--- src/rtl/alu_mult_seq.sv ---
// Shift-and-add 16x16 unsigned multiply (low 16 bits) that borrows the shared
// execute-stage ALU for every add and shift.
module alu_mult_seq #(
    parameter logic [3:0] OPER_ADD = 4'h0,
    parameter logic [3:0] OPER_SLL = 4'h5,
    parameter logic [3:0] OPER_SRL = 4'h7
) (
    input  logic        clk,
    input  logic        rst,
    input  logic        start,
    input  logic [15:0] a,
    input  logic [15:0] b,
    output logic        busy,
    output logic        done,
    output logic [15:0] result,
    output logic        err,
    output logic        alu_req,
    input  logic        alu_gnt,
    output logic [15:0] alu_A,
    output logic [15:0] alu_B,
    output logic [3:0]  alu_oper,
    output logic        alu_c_in,
    output logic        alu_inv_A,
    output logic        alu_inv_B,
    output logic        alu_sign,
    input  logic [15:0] alu_out,
    input  logic        alu_err
);

    typedef enum logic [2:0] {
        IDLE = 3'd0,
        EVAL = 3'd1,
        ADD  = 3'd2,
        SHL  = 3'd3,
        SRL  = 3'd4,
        DONE = 3'd5
    } state_t;

    state_t      state, state_nxt;
    logic [15:0] mcand, mplier, prod;

    assign alu_c_in  = 1'b0;
    assign alu_inv_A = 1'b0;
    assign alu_inv_B = 1'b0;
    assign alu_sign  = 1'b0;

    always_ff @(posedge clk) begin
        if (rst) state <= IDLE;
        else     state <= state_nxt;
    end

    always_comb begin
        state_nxt = state;
        case (state)
            IDLE: if (start) state_nxt = EVAL;
            EVAL: begin
                if (mplier == 16'h0)  state_nxt = DONE;
                else if (mplier[0])   state_nxt = ADD;
                else                  state_nxt = SHL;
            end
            ADD:  if (alu_gnt) state_nxt = alu_err ? DONE : SHL;
            SHL:  if (alu_gnt) state_nxt = alu_err ? DONE : SRL;
            SRL:  if (alu_gnt) state_nxt = alu_err ? DONE : EVAL;
            DONE: state_nxt = IDLE;
            default: state_nxt = IDLE;
        endcase
    end

    always_comb begin
        busy     = (state != IDLE);
        done     = (state == DONE);
        alu_req  = 1'b0;
        alu_A    = 16'h0;
        alu_B    = 16'h0;
        alu_oper = 4'h0;
        case (state)
            ADD: begin
                alu_req  = 1'b1;
                alu_A    = prod;
                alu_B    = mcand;
                alu_oper = OPER_ADD;
            end
            SHL: begin
                alu_req  = 1'b1;
                alu_A    = mcand;
                alu_B    = 16'h0001;
                alu_oper = OPER_SLL;
            end
            SRL: begin
                alu_req  = 1'b1;
                alu_A    = mplier;
                alu_B    = 16'h0001;
                alu_oper = OPER_SRL;
            end
            default: ;
        endcase
    end

    // result is loaded on the edge into DONE so it is already valid while done is high;
    // an ALU error keeps the partial product and drops the faulting write.
    always_ff @(posedge clk) begin
        if (rst) begin
            mcand  <= 16'h0;
            mplier <= 16'h0;
            prod   <= 16'h0;
            result <= 16'h0;
            err    <= 1'b0;
        end else begin
            case (state)
                IDLE: if (start) begin
                    mcand  <= a;
                    mplier <= b;
                    prod   <= 16'h0;
                    err    <= 1'b0;
                end
                EVAL: if (mplier == 16'h0) result <= prod;
                ADD: if (alu_gnt) begin
                    if (alu_err) begin
                        err    <= 1'b1;
                        result <= prod;
                    end else begin
                        prod <= alu_out;
                    end
                end
                SHL: if (alu_gnt) begin
                    if (alu_err) begin
                        err    <= 1'b1;
                        result <= prod;
                    end else begin
                        mcand <= alu_out;
                    end
                end
                SRL: if (alu_gnt) begin
                    if (alu_err) begin
                        err    <= 1'b1;
                        result <= prod;
                    end else begin
                        mplier <= alu_out;
                    end
                end
                default: ;
            endcase
        end
    end

endmodule

--- config.mk ---
export PLATFORM = sky130hd
export DESIGN_NAME = alu_mult_seq
export DESIGN_NICKNAME = d
export VERILOG_FILES = /design/src/rtl/alu_mult_seq.sv
export SDC_FILE = /design/constraint.sdc
export NUM_CORES = 1
export LEC_CHECK = 0
export CAP_MARGIN = 25
export CORE_MARGIN = 2
export CORE_UTILIZATION = 47
export CTS_CLUSTER_DIAMETER = 150
export DETAILED_ROUTE_END_ITERATION = 6
export MAX_ROUTING_LAYER = met4
export PLACE_DENSITY = 0.8
export SYNTH_ARGS = -nofsm -noshare
export SYNTH_HDL_FRONTEND = slang
export SYNTH_SLANG_ARGS = --single-unit
--- constraint.sdc ---
create_clock -name clk -period 1.77 [get_ports clk]
set_input_delay 0.354 -clock clk [delete_from_list [all_inputs] [get_ports clk]]
set_output_delay 0.354 -clock clk [all_outputs]
set_load 0.02 [all_outputs]
==> flow_metrics.env, run 1 <==
export IMPL_rsz0062_at_grt="yes"
export IMPL_synth_most_common_cell="nand2_1"
export IMPL_drt_met1_wl_mm=5.25
export IMPL_grt_pass1_wl_mm=19.9
export IMPL_dpl_cell_area_sq_mm=0.00512
export IMPL_synth_common_cells="105 x nand2_1, 68 x dfxtp_1, 34 x nand2b_1, 34 x nor2_1, 22 x o21ai_0"
export IMPL_drt_first_pass_iters=6
export IMPL_top_layer="met4"
export IMPL_synth_top_family_by_area="simple AND/OR/NAND/NOR gates"
export IMPL_finalCritPeriodShare_pct=119
export IMPL_maxSlewViolCount=0
export IMPL_fin_nets=669
export IMPL_coreArea_sq_mm=0.00769
export IMPL_cap_violations=0
export IMPL_setup_violations=49
export IMPL_yosys_most_used_dff="dfxtp_1"
export IMPL_postLayoutCellArea_sq_mm=0.00591
export IMPL_grt_start_max_net_pins=30
export IMPL_hold_buffers=0
export IMPL_n_fill_cell=515
export IMPL_async_flop_share_pct=0
export IMPL_path_clk_slew_ns=0.08
export IMPL_ys_seq_area_share_pct=36.5
export IMPL_cts_buffer_depth=2
export IMPL_hp_class="in2reg"
export IMPL_drc=0
export IMPL_critical_path_endpoint_type="output port"
export IMPL_synth_warnings=0
export IMPL_crit_type="reg2out"
export IMPL_grt_antenna_before_repair=0
export IMPL_routed_wl_met3_mm=1.17
export IMPL_violations="setup timing"
export IMPL_clkLatencyLatePin_ns=0.36
export IMPL_period_minus_slack_ns=2.11
export IMPL_crit_chain="buf_6 > nor3_4 > buf_12 > nand2_1 > o21ai_1 > buf_4"
export IMPL_area_growth_pct=58.5
export IMPL_grt_pass1_vias=4022
export IMPL_drive_above_1_share_pct=31.6
export IMPL_start_kind="register"
export IMPL_syn_instance_count=461
export IMPL_synth_area_sq_mm=0.00372
export IMPL_relSlewSlack_pct=62.5
export IMPL_fp_dieW_microns=93.0
export IMPL_synth_edf_count=0
export IMPL_wl_per_cell_microns=19.4
export IMPL_cp_buffers_inverters=3
export IMPL_synth_compound_area_share_pct=22.6
export IMPL_ys_types=44
export IMPL_drtIter0Drc=363
export IMPL_clock_fmax_mhz=474
export IMPL_cpPeakStageDelay_ns=0.38
export IMPL_finClkSkew_ns=0.0114
export IMPL_critPathMaxFanout=14
export IMPL_final_hold_viol_count=0
export IMPL_status="complete, but fails checks"
export IMPL_synth_area_leaders="dfxtp_1 37%, nand2_1 11%, nand2b_1 5.7%"
export IMPL_syn_avg_cell_area_sq_um=8.08
export IMPL_ys_seq_elements=68
export IMPL_cp_top_family="buffers and inverters"
export IMPL_globalRouteTotalUtil_pct=30.4
export IMPL_multi_input_area_sq_mm=0.00226
export IMPL_drt_total_wl_mm=14.1
export IMPL_htree_levels=3
export IMPL_wl_met2_mm=6.94
export IMPL_cts_tree="yes"
export IMPL_cts_root_buf="clkbuf_8"
export IMPL_dieArea_sq_mm=0.00865
export IMPL_crit_arrival_ns=1.76
export IMPL_drtAntennaViolNets=0
export IMPL_start_util_pct=48.5
export IMPL_detailed_place_hpwl_mm=8.57
export IMPL_setup_tns_ns=-5.15
export IMPL_rows=32
export IMPL_worst_slew_pin_slew_ns=0.563
export IMPL_place_congestion=0.914
export IMPL_yosys_area_top_type="dfxtp_1"
export IMPL_synth_fa_ha_area_share_pct=0
export IMPL_die_y_microns=93.0
export IMPL_synth_top_cell_area_share_pct=36.5
export IMPL_regArea_sq_mm=0.00137
export IMPL_p_leak_uw=0.00234
export IMPL_synthXorXnorAreaFrac_pct=0
export IMPL_via_count=4298
export IMPL_synth_simple_gate_area_share_pct=29.1
export IMPL_antennaDiodeCount=0
export IMPL_critPathRequiredTime_ns=1.42
export IMPL_overflow=0
export IMPL_cts_sinks=68
export IMPL_pwr_density_cell_mw_per_mm2=981
export IMPL_port_buffers=107
export IMPL_num_io_pins=113
export IMPL_crit_slowest_cell="dfxtp_4"
export IMPL_cts_buffers=9
export IMPL_worst_slack_ns=-0.341
export IMPL_ir_drop_v=0.000494
export IMPL_synthMuxAreaShare_pct=4.30
export IMPL_viasPerCell=5.94
## layout make-up
type	instances	area share, %
sequential	68	23.2
multi-input combinational	347	38.3
tap	102	2.16
clock buffer	9	2.10
clock inverter	7	1.67
inverter	4	0.339
timing repair buffer	186	32.2
## through the flow
stage	power, uW	instances	hold WS, ns	utilization [%]	setup slack, ns
after CTS	5340	700	0.389	72.1	-0.193
after global routing	5990	723	0.431	76.8	-0.319
after detailed placement	3700	672	0.466	66.7	-0.522
after floorplan	3010	465	0.446	-	-0.0319
final	5790	723	0.399	76.8	-0.341
after global placement	3650	672	0.460	66.7	-0.410
## state kept, by name, indices dropped and copies added (netlist names)
name,flops
prod,16
state,3
err,1
mplier,16
result,16
mcand,16
## worst reg2reg max path: cells and delay by family (launching register included)
kind | cells | cell delay [ns]
buf+inv | 2 | 0.32
flops | 1 | 0.38
simple gates | 2 | 0.47
compound gates | 2 | 0.58
## what timing repair did
action / CTS / global route
gates cloned: 2 / 5
setup buffers: 10 / 19
pin swaps: 3 / 23
gates resized for setup: 237 / 36
setup endpoints to repair: 77 / 84
## kinds of logic (layout without fill, tap and decap cells)
family                 Yosys count  in the layout
AOI/OAI and AO/OA              102            102
and+or+nand+nor                224            224
DFF                             68             68
muxes                           16             16
other                            1              5
buffers and inverters           50            206
## metal layers
layer  up-vias  GRT usage, %
met2       304          51.8
met3        69          4.35
met5         -             -
met4         0          15.7
met1      2001          34.9
li1       1924             -
## worst paths after layout
check	end	from	slack [ns]	cells after the start
worst min-delay path	prod[14]$_SDFFE_PP0P_	rst	0.40	2
worst max-delay path	alu_A[14]	state[2]$_SDFFE_PP0P_	-0.34	6
worst max register to register	mcand[4]$_SDFFE_PP0P_	state[1]$_SDFFE_PP0P_	-0.06	6
worst min register to register	result[2]$_SDFFE_PP0P_	result[2]$_SDFFE_PP0P_	0.47	2
## where the power goes
part | internal, uW | switching, uW | leakage [uW] | total (uW)
registers | 1710 | 178 | 0.000557 | 1890
clock network | 803 | 676 | 0.000110 | 1480
logic | 1200 | 1230 | 0.00167 | 2430
## cells in the final DEF, fill, tap and decap left out, types with 2 or more instances in the layout
master and count:
o21ai_2 13, nor2_1 34, a22oi_1 12, a221oi_1 2, a22oi_2 4, o21ai_1 3
a21oi_1 18, clkdlybuf4s50_1 66, a22o_1 2, conb_1 5, inv_1 2, clkbuf_16 4
and3_1 14, a311oi_1 18, a21oi_4 2, clkbuf_8 9, or3b_4 2, dfxtp_4 3
nand2_1 99, o21ai_0 5, inv_4 2, a311oi_2 14, buf_8 3, buf_4 71
inv_6 2, bufinv_16 2, a211oi_4 2, nand3_1 17, nor2b_4 2, nand3b_1 2
nand2_2 5, buf_6 29, dfxtp_1 65, buf_12 9, nand2b_1 33, nor4_2 3
mux2i_1 15
(Power assumes the default switching activity.)
==> run 2: changes to the inputs <==
Settings changed: CORE_MARGIN 2 to default.
==> run 2 against run 1 <==
Net effect:
- the flow still finishes with violations (setup timing)
- worst setup slack worse by 0.021 ns
- flip-flop and latch count stayed put
- maximum frequency down 0.97%
- global-route usage decreased by 0.67 points
- via count is 6.3% higher
- final area increased by 5.3%
- hold slack improved by 0.058 ns
- clock skew down 0.0013 ns
- wire length is 18% higher
- sequential power rose by 3%
==> flow_metrics.env, run 2 (same netlist as run 1, synthesis figures left out) <==
export IMPL_status="complete, but fails checks"
export IMPL_violations="setup timing"
export IMPL_cap_violations=0
export IMPL_num_io_pins=113
export IMPL_htree_levels=3
export IMPL_cts_buffer_depth=2
export IMPL_detailed_place_hpwl_mm=8.32
export IMPL_fin_nets=670
export IMPL_hp_class="in2reg"
export IMPL_cts_root_buf="clkbuf_8"
export IMPL_start_util_pct=48.5
export IMPL_drtAntennaViolNets=0
export IMPL_dieArea_sq_mm=0.00829
export IMPL_crit_type="reg2reg"
export IMPL_cts_tree="yes"
export IMPL_drt_first_pass_iters=7
export IMPL_path_clk_slew_ns=0.08
export IMPL_cts_sinks=68
export IMPL_rows=32
export IMPL_final_hold_viol_count=0
export IMPL_relSlewSlack_pct=44.5
export IMPL_critPathMaxFanout=8
export IMPL_critical_path_endpoint_type="register"
export IMPL_wl_per_cell_microns=22.9
export IMPL_pwr_density_cell_mw_per_mm2=1020
export IMPL_period_minus_slack_ns=2.13
export IMPL_layout_common_cells="91 x nand2_1, 66 x clkdlybuf4s50_1, 65 x dfxtp_1"
export IMPL_coreArea_sq_mm=0.00769
export IMPL_drc=0
export IMPL_finalCritPeriodShare_pct=120
export IMPL_globalRouteTotalUtil_pct=29.7
export IMPL_area_growth_pct=67.0
export IMPL_start_kind="register"
export IMPL_place_congestion=0.892
export IMPL_port_buffers=107
export IMPL_worstReg2RegEnd="mcand[14]$_SDFFE_PP0P_"
export IMPL_grt_start_max_net_pins=50
export IMPL_startpoint="state[0]$_SDFFE_PP0P_"
export IMPL_maxSlewViolCount=0
export IMPL_die_y_microns=91.0
export IMPL_critPathRequiredTime_ns=1.98
export IMPL_antennaDiodeCount=0
export IMPL_clock_fmax_mhz=469
export IMPL_instances_no_fill=724
export IMPL_drive_above_1_share_pct=36.7
export IMPL_grt_pass1_wl_mm=19.0
export IMPL_grt_pass1_vias=3905
export IMPL_dpl_cell_area_sq_mm=0.00510
export IMPL_postLayoutCellArea_sq_mm=0.00622
export IMPL_drt_total_wl_mm=16.6
export IMPL_clkLatencyLatePin_ns=0.35
export IMPL_ff2ff_path_depth=7
export IMPL_drtIter0Drc=481
export IMPL_r2r_slack_ns=-0.36
export IMPL_worstReg2RegStart="state[0]$_SDFFE_PP0P_"
export IMPL_crit_arrival_ns=2.34
export IMPL_worst_slew_pin_slew_ns=0.826
export IMPL_grt_antenna_before_repair=0
export IMPL_cts_buffers=9
export IMPL_total_power_uw=6330
export IMPL_viasPerCell=6.31
export IMPL_mostFrequentLayoutCell="nand2_1"
export IMPL_finClkSkew_ns=0.0101
export IMPL_ir_drop_v=0.000504
export IMPL_setup_violations=88
export IMPL_overflow=0
export IMPL_rsz0062_at_grt="yes"
export IMPL_fp_dieW_microns=91.0
export IMPL_worst_slack_ns=-0.362
export IMPL_p_leak_uw=0.00243
export IMPL_utilization_pct=80.9
export IMPL_dp_cells=667
export IMPL_via_count=4568
export IMPL_crit_end="mcand[14]$_SDFFE_PP0P_"
[run 2: cell count changes in the layout (fill, tap and decap cells not counted), sizes merged]
cell          delta
inv              -1
dlymetal6s2s     +1
clkbuf           +1
buf              +1
clkinv           -1
dlygate4sd2      -1
bufinv           +1
[run 2: layer usage]
metal | GRT usage, % | vias up | part of all wire [%]
li1 | - | 1933 | -
met1 | 34.4 | 2147 | 36
met2 | 50.4 | 375 | 47
met3 | 3.02 | 113 | 9.5
met4 | 16.5 | 0 | 7.6
met5 | - | - | 0
[run 2: worst min path at each step]
stage          slack [ns]  cells after the start                     end                    from
4_1_cts              0.42                      2   prod[14]$_SDFFE_PP0P_                     rst
3_5_place_dp         0.47                      2  result[7]$_SDFFE_PP0P_  result[7]$_SDFFE_PP0P_
3_3_place_gp         0.46                      2  result[0]$_SDFFE_PP0P_  result[0]$_SDFFE_PP0P_
5_1_grt              0.47                      2   prod[14]$_SDFFE_PP0P_                     rst
2_1_floorplan        0.45                      2    prod[0]$_SDFFE_PP0P_    prod[0]$_SDFFE_PP0P_
6_report             0.46                      2   prod[14]$_SDFFE_PP0P_                     rst
[run 2: where the power goes]
part	total (uW)	leakage (uW)	switching (uW)	internal, uW
registers	1940	0.000557	227	1710
logic	2800	0.00176	1470	1330
clock network	1590	0.000117	649	939
[run 2: through the flow]
| stage | hold slack, ns | setup WS, ns | TNS [ns] |
|---|---|---|---|
| floorplan | 0.446 | -0.0319 | -0.0319 |
| global placement | 0.461 | -0.296 | -19.80 |
| detailed placement | 0.465 | -0.306 | -22.29 |
| CTS | 0.420 | -0.149 | -4.17 |
| global route | 0.466 | -0.382 | -17.63 |
| finish | 0.457 | -0.362 | -14.91 |
[run 2: area by class of cell]
type / count / area [sq um]
Clock buffer: 10 / 128
Clock inverter: 6 / 111
Fill cell: 464 / 1470
Inverter: 4 / 20.0
Multi-Input combinational cell: 347 / 2430
Sequential cell: 68 / 1370
Tap cell: 102 / 128
Timing Repair Buffer: 187 / 2030
[run 2: worst max-delay path, cell delays in order, from the launching register on]
cell and delay [ns]:
dfxtp_4 0.36, buf_6 0.13, buf_12 0.12, or3b_4 0.40, a21oi_4 0.33, buf_12 0.19, nor2_2 0.04, a311oi_2 0.40
[run 2: repair_timing]
action	4_1_cts	5_1_grt
gates resized for setup	200	144
setup buffers	6	25
pin swaps	1	37
hold buffers	0	0
cloned	2	8
endpoints found under the setup margin	56	103
==> run 3: changes to the inputs <==
Settings changed: CORE_UTILIZATION 47 to 49, CTS_BUF_LIST from default to sky130_fd_sc_hd__clkbuf_4, PLACE_DENSITY 0.8 to 0.83.
==> run 3 against run 2 <==
Net effect:
- the flow finishes with violations (DRC, setup timing)
- sequential share of layout area decreased by 1.5 points
- die area decreased by 4.0%
- hold slack got worse by 0.074 ns
- total power increased by 2.0%
- cell count increased by 4.1%
- via count increased by 7.6%
- utilization increased by 10 points
- clock power decreased by 12%
- critical path type is now reg2out
- largest power group unchanged
==> flow_metrics.env, run 3 (same netlist as run 1, synthesis figures left out) <==
export IMPL_status="complete, but fails checks"
export IMPL_violations="DRC, setup timing"
export IMPL_holdWs_ns=0.383
export IMPL_cts_tree="yes"
export IMPL_globalRouteTotalUtil_pct=37.8
export IMPL_combPwrFrac_pct=48.1
export IMPL_grt_pass1_vias=4047
export IMPL_detailed_place_hpwl_mm=9.07
export IMPL_drtAntennaViolNets=0
export IMPL_setup_violations=103
export IMPL_crit_top_cell="buf_6"
export IMPL_viasPerCell=6.52
export IMPL_relSlewSlack_pct=64.0
export IMPL_overflow=0
export IMPL_cpPeakStageDelay_ns=0.40
export IMPL_num_io_pins=113
export IMPL_r2r_slack_ns=-0.31
export IMPL_critical_path_endpoint_type="output port"
export IMPL_drc=1
export IMPL_n_fill_cell=285
export IMPL_cts_buffer_depth=2
export IMPL_p_int_uw=3950
export IMPL_p_switching_uw=2500
export IMPL_regArea_sq_mm=0.00137
export IMPL_ir_drop_v=0.000665
export IMPL_crit_arrival_ns=1.77
export IMPL_via_count=4915
export IMPL_startpoint="state[1]$_SDFFE_PP0P_"
export IMPL_wl_per_cell_microns=24.5
export IMPL_fp_dieW_microns=89.2
export IMPL_critPathMaxFanout=9
export IMPL_multi_input_area_sq_mm=0.00260
export IMPL_layout_common_cells="96 x nand2_1, 65 x dfxtp_1, 65 x buf_6"
export IMPL_cp_top_family="buffers and inverters"
export IMPL_instances_no_fill=754
export IMPL_worst_slack_ns=-0.351
export IMPL_port_buffers=107
export IMPL_clkLatencyLatePin_ns=0.44
export IMPL_swShare_pct=38.8
export IMPL_path_clk_slew_ns=0.12
export IMPL_cts_root_buf="clkbuf_4"
export IMPL_hp_class="in2reg"
export IMPL_maxSlewViolCount=0
export IMPL_area_growth_pct=78.9
export IMPL_ff2ff_path_depth=9
export IMPL_p_leak_uw=0.00287
export IMPL_mostFrequentLayoutCell="nand2_1"
export IMPL_fin_nets=703
export IMPL_finClkSkew_ns=0.0224
export IMPL_postLayoutCellArea_sq_mm=0.00666
export IMPL_dp_cells=683
export IMPL_clock_fmax_mhz=471
export IMPL_period_minus_slack_ns=2.12
export IMPL_path_depth=6
export IMPL_grt_pass1_wl_mm=21.6
export IMPL_whs_path_depth=2
export IMPL_cts_sinks=68
export IMPL_worst_slew_pin_slew_ns=0.535
export IMPL_coreArea_sq_mm=0.00729
export IMPL_htree_levels=3
export IMPL_grt_start_max_net_pins=45
export IMPL_crit_chain="nor2b_4 > buf_6 > buf_4 > a22oi_1 > o21ai_2 > buf_6"
export IMPL_drt_total_wl_mm=18.5
export IMPL_crit_end="alu_A[5]"
export IMPL_crit_slowest_cell="dfxtp_4"
export IMPL_pwr_density_cell_mw_per_mm2=969
export IMPL_finalCritPeriodShare_pct=120
export IMPL_worstReg2RegEnd="mplier[6]$_SDFFE_PP0P_"
export IMPL_final_hold_viol_count=0
export IMPL_setup_tns_ns=-15.84
export IMPL_place_congestion=0.972
export IMPL_start_util_pct=51.1
export IMPL_total_power_uw=6450
export IMPL_rows=31
export IMPL_drt_first_pass_iters=7
export IMPL_drtIter0Drc=585
export IMPL_grt_antenna_before_repair=0
export IMPL_cts_buffers=9
export IMPL_start_kind="register"
export IMPL_seqPwrFrac_pct=30.2
export IMPL_critPathRequiredTime_ns=1.42
export IMPL_dpl_cell_area_sq_mm=0.00523
export IMPL_worstReg2RegStart="state[2]$_SDFFE_PP0P_"
export IMPL_crit_type="reg2out"
export IMPL_dieArea_sq_mm=0.00795
export IMPL_p_clk_share_pct=21.7
export IMPL_antennaDiodeCount=0
export IMPL_die_y_microns=89.2
export IMPL_cap_violations=0
export IMPL_cp_buffers_inverters=3
export IMPL_rsz0062_at_grt="yes"
export IMPL_drive_above_1_share_pct=43.7
==> run 3: changes by cell type in the layout (fill, tap and decap cells not counted), moves of 7 or more <==
cell,change
a22oi_1,+8
nand3_1,-13
buf_6,+9
a21oi_2,+10
nor2_2,+9
clkbuf_8,-9
dlymetal6s2s_1,+13
buf_4,+23
nand3_4,+7
a22oi_2,-8
clkbuf_4,+9
a21oi_1,-10
clkdlybuf4s50_1,-14
==> run 3: layout make-up <==
class / instances / area share (%)
Multi-Input combinational cell: 347 / 39.0
Tap cell: 99 / 1.86
Inverter: 4 / 0.263
Timing Repair Buffer: 220 / 35.4
Sequential cell: 68 / 20.6
Clock buffer: 9 / 1.01
Clock inverter: 7 / 1.82
==> run 3: per-layer routing <==
layer	up-vias	routed length [microns]	track usage, %
met2	472	8560	59.7
li1	2006	-	-
met1	2274	6500	47.7
met3	163	2120	7.29
met4	0	1320	15.2
met5	-	0	-
==> run 3: worst min path at each step <==
stage	startpoint	to	slack, ns
after detailed placement	result[13]$_SDFFE_PP0P_	result[13]$_SDFFE_PP0P_	0.46
after global routing	rst	err$_SDFFE_PP0P_	0.41
final	rst	err$_SDFFE_PP0P_	0.38
after CTS	rst	err$_SDFFE_PP0P_	0.37
after global placement	result[8]$_SDFFE_PP0P_	result[8]$_SDFFE_PP0P_	0.46
after floorplan	prod[0]$_SDFFE_PP0P_	prod[0]$_SDFFE_PP0P_	0.45
==> run 3: timing repair <==
action	in CTS	in global routing
gates cloned	5	2
setup buffers	29	25
endpoints found under the setup margin	73	119
pin swaps	26	46
resized for setup	290	130
endpoints found under the hold margin	0	0
hold buffers	0	0
==> run 3: per-stage QoR <==
stage,utilization [%],setup WS (ns)
finish,91.4,-0.351
global route,91.4,-0.418
CTS,82.5,-0.237
detailed placement,71.8,-0.363
global placement,71.8,-0.350
floorplan,-,-0.0319
==> run 3: power by group through the flow <==
| stage | clock network (uW) | registers (uW) | logic, uW |
|---|---|---|---|
| floorplan | 0 | 1850 | 1160 |
| global placement | 0 | 1890 | 1880 |
| detailed placement | 0 | 1890 | 1910 |
| CTS | 1340 | 1870 | 2450 |
| global route | 1450 | 1960 | 3190 |
| finish | 1400 | 1950 | 3100 |
